`config.mk`:
```
export PLATFORM = sky130hd
export DESIGN_NAME = mips_divider
export DESIGN_NICKNAME = d
export VERILOG_FILES = /design/src/rtl/mips_divider_pkg.sv /design/src/rtl/mips_divider_div_step.sv /design/src/rtl/mips_divider.sv
export SDC_FILE = /design/constraint.sdc
export NUM_CORES = 1
export LEC_CHECK = 0
export BUFFER_PORTS_ARGS = -buffer_cell sky130_fd_sc_hd__buf_2
export CAP_MARGIN = 15
export CORE_MARGIN = 4
export CORE_UTILIZATION = 50
export DETAILED_ROUTE_END_ITERATION = 8
export GPL_TIMING_DRIVEN = 0
export HOLD_SLACK_MARGIN = 0.02
export PLACE_DENSITY = 0.7
export SLEW_MARGIN = 20
export SYNTH_ARGS = -nofsm -noshare
export SYNTH_HDL_FRONTEND = slang
export SYNTH_SLANG_ARGS = --single-unit
```
`constraint.sdc`:
```
create_clock -name clk -period 3.57 [get_ports clk]
set_input_delay 0.1785 -clock clk [delete_from_list [all_inputs] [get_ports clk]]
set_output_delay 0.1785 -clock clk [all_outputs]
set_load 0.02 [all_outputs]
```
`src/rtl/mips_divider_pkg.sv`:
```
// Shared definitions for the MIPS DIV/DIVU iterative divider:
// the default datapath width and the controller state encoding.
package mips_divider_pkg;

  localparam int DIV_WIDTH = 32;

  typedef enum logic [1:0] {
    S_IDLE = 2'd0,
    S_RUN  = 2'd1,
    S_FIX  = 2'd2,
    S_DONE = 2'd3
  } div_state_t;

endpackage

```
`src/rtl/mips_divider_div_step.sv`:
```
// One restoring-division step: shift the next dividend bit into the
// partial remainder, subtract the divisor when it fits and record the
// quotient bit. Purely combinational.
module mips_divider_div_step #(
  parameter int WIDTH = 32
) (
  input  logic [WIDTH-1:0] i_p,  // partial remainder, always < i_d
  input  logic [WIDTH-1:0] i_q,  // remaining dividend bits / quotient so far
  input  logic [WIDTH-1:0] i_d,  // divisor magnitude
  output logic [WIDTH-1:0] o_p,
  output logic [WIDTH-1:0] o_q
);

  // The shifted remainder needs one extra bit; after the conditional
  // subtract the result is again below i_d and fits in WIDTH bits.
  logic [WIDTH:0] w_shift;
  logic           w_ge;

  assign w_shift = {i_p, i_q[WIDTH-1]};
  assign w_ge    = (w_shift >= {1'b0, i_d});
  assign o_p     = w_ge ? (w_shift[WIDTH-1:0] - i_d) : w_shift[WIDTH-1:0];
  assign o_q     = {i_q[WIDTH-2:0], w_ge};

endmodule

```
`src/rtl/mips_divider.sv`:
```
// Multi-cycle restoring divider for MIPS DIV/DIVU. Produces the LO
// (quotient) and HI (remainder) values one quotient bit per cycle.
// Handshake: start is accepted only while busy is low (IDLE or DONE);
// operands are sampled on the accepting edge. done pulses for exactly
// one cycle when quotient/remainder/div_by_zero carry the new result,
// and those outputs then hold until the next result is written.
// flush aborts any operation without a done pulse and wins over start.
module mips_divider
  import mips_divider_pkg::*;
#(
  parameter int WIDTH = DIV_WIDTH
) (
  input  logic             clk,
  input  logic             rst,
  input  logic             start,
  input  logic             flush,
  input  logic             is_signed,
  input  logic [WIDTH-1:0] dividend,
  input  logic [WIDTH-1:0] divisor,
  output logic             busy,
  output logic             done,
  output logic [WIDTH-1:0] quotient,
  output logic [WIDTH-1:0] remainder,
  output logic             div_by_zero,
  output logic [1:0]       dbg_state
);

  localparam int CNT_W = $clog2(WIDTH);

  div_state_t       r_state;
  logic             r_busy;
  logic             r_done;
  logic             r_dz;
  logic [WIDTH-1:0] r_p;
  logic [WIDTH-1:0] r_q;
  logic [WIDTH-1:0] r_d;
  logic [WIDTH-1:0] r_quo;
  logic [WIDTH-1:0] r_rem;
  logic             r_neg_q;
  logic             r_neg_r;
  logic [CNT_W-1:0] r_cnt;

  logic             w_a_neg;
  logic             w_b_neg;
  logic [WIDTH-1:0] w_a_abs;
  logic [WIDTH-1:0] w_b_abs;
  logic [WIDTH-1:0] w_p_next;
  logic [WIDTH-1:0] w_q_next;
  logic             w_can_accept;

  // Magnitudes for the unsigned core; the most negative value maps to
  // 2^(WIDTH-1), which is still representable as an unsigned magnitude.
  assign w_a_neg      = is_signed & dividend[WIDTH-1];
  assign w_b_neg      = is_signed & divisor[WIDTH-1];
  assign w_a_abs      = w_a_neg ? (~dividend + 1'b1) : dividend;
  assign w_b_abs      = w_b_neg ? (~divisor + 1'b1) : divisor;
  assign w_can_accept = (r_state == S_IDLE) || (r_state == S_DONE);

  mips_divider_div_step #(
    .WIDTH (WIDTH)
  ) u_step (
    .i_p (r_p),
    .i_q (r_q),
    .i_d (r_d),
    .o_p (w_p_next),
    .o_q (w_q_next)
  );

  // Controller, iteration datapath and result registers.
  always_ff @(posedge clk) begin
    if (rst) begin
      r_state <= S_IDLE;
      r_busy  <= 1'b0;
      r_done  <= 1'b0;
      r_dz    <= 1'b0;
      r_p     <= '0;
      r_q     <= '0;
      r_d     <= '0;
      r_quo   <= '0;
      r_rem   <= '0;
      r_neg_q <= 1'b0;
      r_neg_r <= 1'b0;
      r_cnt   <= '0;
    end else if (flush) begin
      // Abort: results keep whatever the last completed divide wrote.
      r_state <= S_IDLE;
      r_busy  <= 1'b0;
      r_done  <= 1'b0;
    end else begin
      r_done <= 1'b0;
      case (r_state)
        S_IDLE, S_DONE: begin
          if (start && w_can_accept) begin
            if (divisor == '0) begin
              // No iteration needed: publish the MIPS-style fixed result.
              r_quo   <= '1;
              r_rem   <= dividend;
              r_dz    <= 1'b1;
              r_state <= S_DONE;
              r_busy  <= 1'b0;
              r_done  <= 1'b1;
            end else begin
              r_p     <= '0;
              r_q     <= w_a_abs;
              r_d     <= w_b_abs;
              r_neg_q <= w_a_neg ^ w_b_neg;
              r_neg_r <= w_a_neg;
              r_cnt   <= CNT_W'(WIDTH - 1);
              r_state <= S_RUN;
              r_busy  <= 1'b1;
            end
          end else begin
            r_state <= S_IDLE;
            r_busy  <= 1'b0;
          end
        end
        S_RUN: begin
          r_p   <= w_p_next;
          r_q   <= w_q_next;
          r_cnt <= r_cnt - 1'b1;
          if (r_cnt == '0) begin
            r_state <= S_FIX;
          end
        end
        S_FIX: begin
          // Quotient sign follows the operand signs, remainder follows
          // the dividend; the overflow case wraps to the most negative value.
          r_quo   <= r_neg_q ? (~r_q + 1'b1) : r_q;
          r_rem   <= r_neg_r ? (~r_p + 1'b1) : r_p;
          r_dz    <= 1'b0;
          r_state <= S_DONE;
          r_busy  <= 1'b0;
          r_done  <= 1'b1;
        end
        default: begin
          r_state <= S_IDLE;
          r_busy  <= 1'b0;
        end
      endcase
    end
  end

  assign busy        = r_busy;
  assign done        = r_done;
  assign quotient    = r_quo;
  assign remainder   = r_rem;
  assign div_by_zero = r_dz;
  assign dbg_state   = r_state;

endmodule

```
==> summary.txt <==
Detailed routing
  • DRT iter0 DRCs: roughly 840
  • Routed WL: between 30 and 40 mm
  • Router iterations before antenna repair: 5
  • DRC viols: 0
  • Via count: between 10,000 and 15,000
  • Routed Antenna Nets: 0
  • Vias/cell: about 5.9
  • Post-DR wirelength/cell: approximately 18 um

Pwr
  • Share of power burned in registers: about 40%
  • Cell-internal power: between 3000 and 4000 uW
  • Clock power share: 37.3%
  • Switch share: 34.31%
  • PwrDens: approximately 400 nW/um2
  • Total power: about 5000 uW
  • NetSw: ~1800 uW
  • VDD IR max: between 0.2 and 0.3 mV
  • P_leak: 0.005128 uW
  • Combinational share of power: a little over a fifth

Finish
  • Register area: approximately 3400 um2
  • Area of the multi-input gates: between 7000 and 8000 um2
  • Layout cells sized above 1: 13.15%
  • Area growth from synthesis to layout: 15.08%
  • Final #Nets: 1,740
  • Fill count: roughly 2,100
  • Final core area utilization: between 50% and 60%
  • Number of diodes: 0

Worst setup path
  • Slowest-stage cell, CP: a221o_1
  • Crit. path cell count: 13
  • Worst Path Buf+Inv: 2
  • Critical path capture point type: flop
  • Flop2flop setup slack: about 190 ps
  • Worst reg2reg path depth: 13
  • Crit-path max cell delay: 430 ps
  • WS Path Type: reg2reg
  • Worst path top cell family by delay: compound AO/OA/AOI/OAI gates
  • Critical Path AT: approximately 3700 ps
  • CP required: around 3900 ps
  • Startpoint Class: flop
  • R2r startpoint: r_q[31]
  • Worst r2r dst: r_p[24]
  • CP cell instances: inv_1 > ha_1 > inv_1 > fa_1 > a21oi_1 > o22ai_1 > o31a_1 > a221o_1 > a31oi_4 > o21ai_0 > xnor2_1 > a21oi_1 > a22o_1
  • CP max FO: 5

Floorplanning
  • I/O pin total: between 100 and 150
  • Number of cell rows: 54
  • Starting Density: about half
  • DIE AREA: 24,840 um2
  • Core area: around 22,000 um2
  • Die extent in y: between 150 and 200 um
  • Die extent in x: ~160 um

Hold path
  • Hold WC Path Type: in2reg
  • Hold Path Sink: r_d[1]
  • Worst Hold Launch: divisor[1]
  • Hold depth: 3

STA
  • Final setup fails: 0
  • Max transition margin: 41.83%
  • Setup TNS: 0 ps
  • Hold Violations, Final: 0
  • Slew @ Worst Pin: approximately 860 ps
  • Tcrit/Tclk final: roughly 95%
  • FMAX: 296.1 MHz
  • Fin crit period: about 3400 ps
  • Fin. max-slew vios: 0
  • RSZ-0062 raised after global routing: no
  • Worst hold margin: 50.96 ps
  • Worst Skew: approximately 17 ps
  • Worst setup margin: just under 200 ps

Clocking
  • Post-CTS Setup Inserts: 0
  • Clock Latency Late Sink: roughly 460 ps
  • Num CTS Buffers: 17
  • CTS sink count: 172
  • Clk pin slew, worst setup/hold paths: 70 ps
  • CTS tree: yes
  • CTS max path bufs: 2
  • H-Tree Level Count: 4
  • Clock root cell: clkbuf_16

GRT
  • Grt ovf: 0
  • Initial antenna violation count: 0
  • Number of global-route vias before repair: roughly 10,000
  • First-pass GRT wire length: approximately 56 mm
  • Largest net degree at the start of global routing: 21
  • GR Util All Layers: between 20% and 30%

Placed design
  • Gp weighted congestion: slightly below 1
  • Setup WS pre-CTS: between 80 and 90 ps
  • DP HPWL: roughly 28 mm
  • Number of port buffers: between 100 and 150

Synthesis
  • Post-synthesis area per instance: ~7.6 um2
  • Cell area after synthesis: roughly 11,000 um2
  • Post-synth cell types: 66
  • Post-Syn Nets: 1,584
  • Sequential area share after synthesis: between 30% and 40%
  • Warnings from Yosys: 0
  • Cells after Synth: 1,473
  • Async SR Flop Fraction: 0%
  • Ys flop type: dfxtp_1
  • Yosys reg bits: roughly 170
  • Post-synth EDFFs: 0

Status
  • Status: complete, no violations

Run
  • Maxcap violations: 0
state kept, by name (all words and copies together), names as in the netlist:
register and count:
r_neg_r 1, r_q 32, quotient 32, remainder 32, r_neg_q 1, r_cnt 5
busy 1, done 1, div_by_zero 1, r_d 32, r_p 32, dbg_state 2
what timing repair did:
item,CTS,global route
hold buffers,2,0
endpoints found under the hold margin,5,0
setup endpoints to repair,0,19
gates resized for setup,0,9
per-layer routing:
metal	track usage (%)	share of wire, %	vias to the layer above
met5	0	0	-
met2	48.40	48	445
met1	36.46	41	5309
met4	10.53	3.6	0
met3	4.101	7.2	83
li1	-	-	5535
tightest hold or removal path: cells and delay by family:
kind	cells	cell delay, ps
buffers and inverters	1	130
and+or+nand+nor	1	60
AOI/OAI and AO/OA	1	80
logic make-up (layout without fill, tap and decap cells):
logic type / count (synthesis) / in the layout / share of synthesized area (%)
muxes: 19 / 19 / 1.710
xor gates and xnor gates: 148 / 148 / 11.58
buffers and inverters: 161 / 330 / 5.780
and+or+nand+nor: 494 / 494 / 19.92
AOI/OAI and AO/OA: 437 / 437 / 25.48
DFF: 172 / 172 / 30.77
adders and majority gates: 42 / 42 / 4.762
metrics by stage:
stage | area (um2) | std cells
detailed placement | 12220 | 1888
CTS | 12860 | 1922
floorplan | 11190 | 1473
global placement | 12220 | 1888
finish | 12880 | 1922
global route | 12880 | 1922
Yosys cell counts, types with 3 or more instances:
| master | instances | area [um2] |
|---|---|---|
| nand2_1 | 198 | 743.2 |
| dfxtp_1 | 172 | 3443 |
| nor2_1 | 160 | 600.6 |
| a21oi_1 | 125 | 625.6 |
| o21ai_0 | 101 | 505.5 |
| xor2_1 | 85 | 744.5 |
| clkbuf_1 | 76 | 285.3 |
| xnor2_1 | 63 | 551.8 |
| inv_1 | 62 | 232.7 |
| a211oi_1 | 43 | 322.8 |
| ha_1 | 41 | 513.0 |
| a311oi_1 | 37 | 324.1 |
| nor3_1 | 29 | 145.1 |
| o31ai_1 | 25 | 187.7 |
| o211ai_1 | 21 | 157.7 |
| a21o_1 | 19 | 142.6 |
| nand3_1 | 19 | 95.09 |
| mux2i_1 | 18 | 180.2 |
| o41ai_1 | 18 | 157.7 |
| buf_2 | 16 | 80.08 |
| nand2b_1 | 14 | 87.58 |
| nor4_1 | 14 | 87.58 |
| or4_1 | 11 | 82.58 |
| nand4_1 | 10 | 62.56 |
| a211oi_2 | 9 | 112.6 |
| a31oi_1 | 8 | 50.05 |
| nor2b_1 | 7 | 43.79 |
| a22o_1 | 6 | 52.55 |
| and2_1 | 6 | 37.54 |
| and3_1 | 4 | 25.02 |
| nand3b_1 | 4 | 30.03 |
| o31a_1 | 4 | 35.03 |
| buf_1 | 3 | 11.26 |
| o21a_1 | 3 | 22.52 |
| or3_1 | 3 | 18.77 |
area by class of cell:
type,count,area share [%]
Buffer,99,3.245
Inverter,62,1.807
Timing Repair Buffer,137,5.401
Tap cell,280,2.720
Clock buffer,17,3.303
Sequential cell,172,26.73
Multi-Input combinational cell,1140,55.29
Clock inverter,15,1.496
how the worst max path moves through the flow:
| stage | from | to | slack, ps |
|---|---|---|---|
| after global routing | r_d[1] | r_p[17] | 20 |
| after detailed placement | r_d[1] | r_p[9] | 90 |
| final | r_q[31] | r_p[24] | 190 |
| after floorplan | r_q[31] | r_p[24] | 710 |
| after global placement | r_d[1] | r_p[11] | 110 |
| after CTS | r_d[1] | r_p[9] | 40 |
power groups by stage:
stage,combinational (uW),sequential (uW),clock (uW)
detailed placement,1110,2140,0
CTS,1120,2100,1930
floorplan,717,2170,0
global placement,1090,2140,0
global route,1250,2110,2020
finish,1130,2100,1920
placed cells by master, fill, tap and decap left out, drive strengths merged, types with 6 or more instances in the layout:
cell	instances
a311oi	37
dfxtp	172
o211ai	22
or4	12
nor4	16
nand4	11
a211oi	52
o41ai	18
and2	7
mux2i	18
xor2	85
clkbuf	93
nand2	199
nand2b	14
nor2	160
a21o	19
ha	41
o21ai	102
inv	68
a22o	6
buf	158
clkinv	8
nand3	19
o31ai	25
a31oi	8
a21oi	125
nor2b	7
nor3	30
xnor2	63
Power figures use the tool's default switching activity.
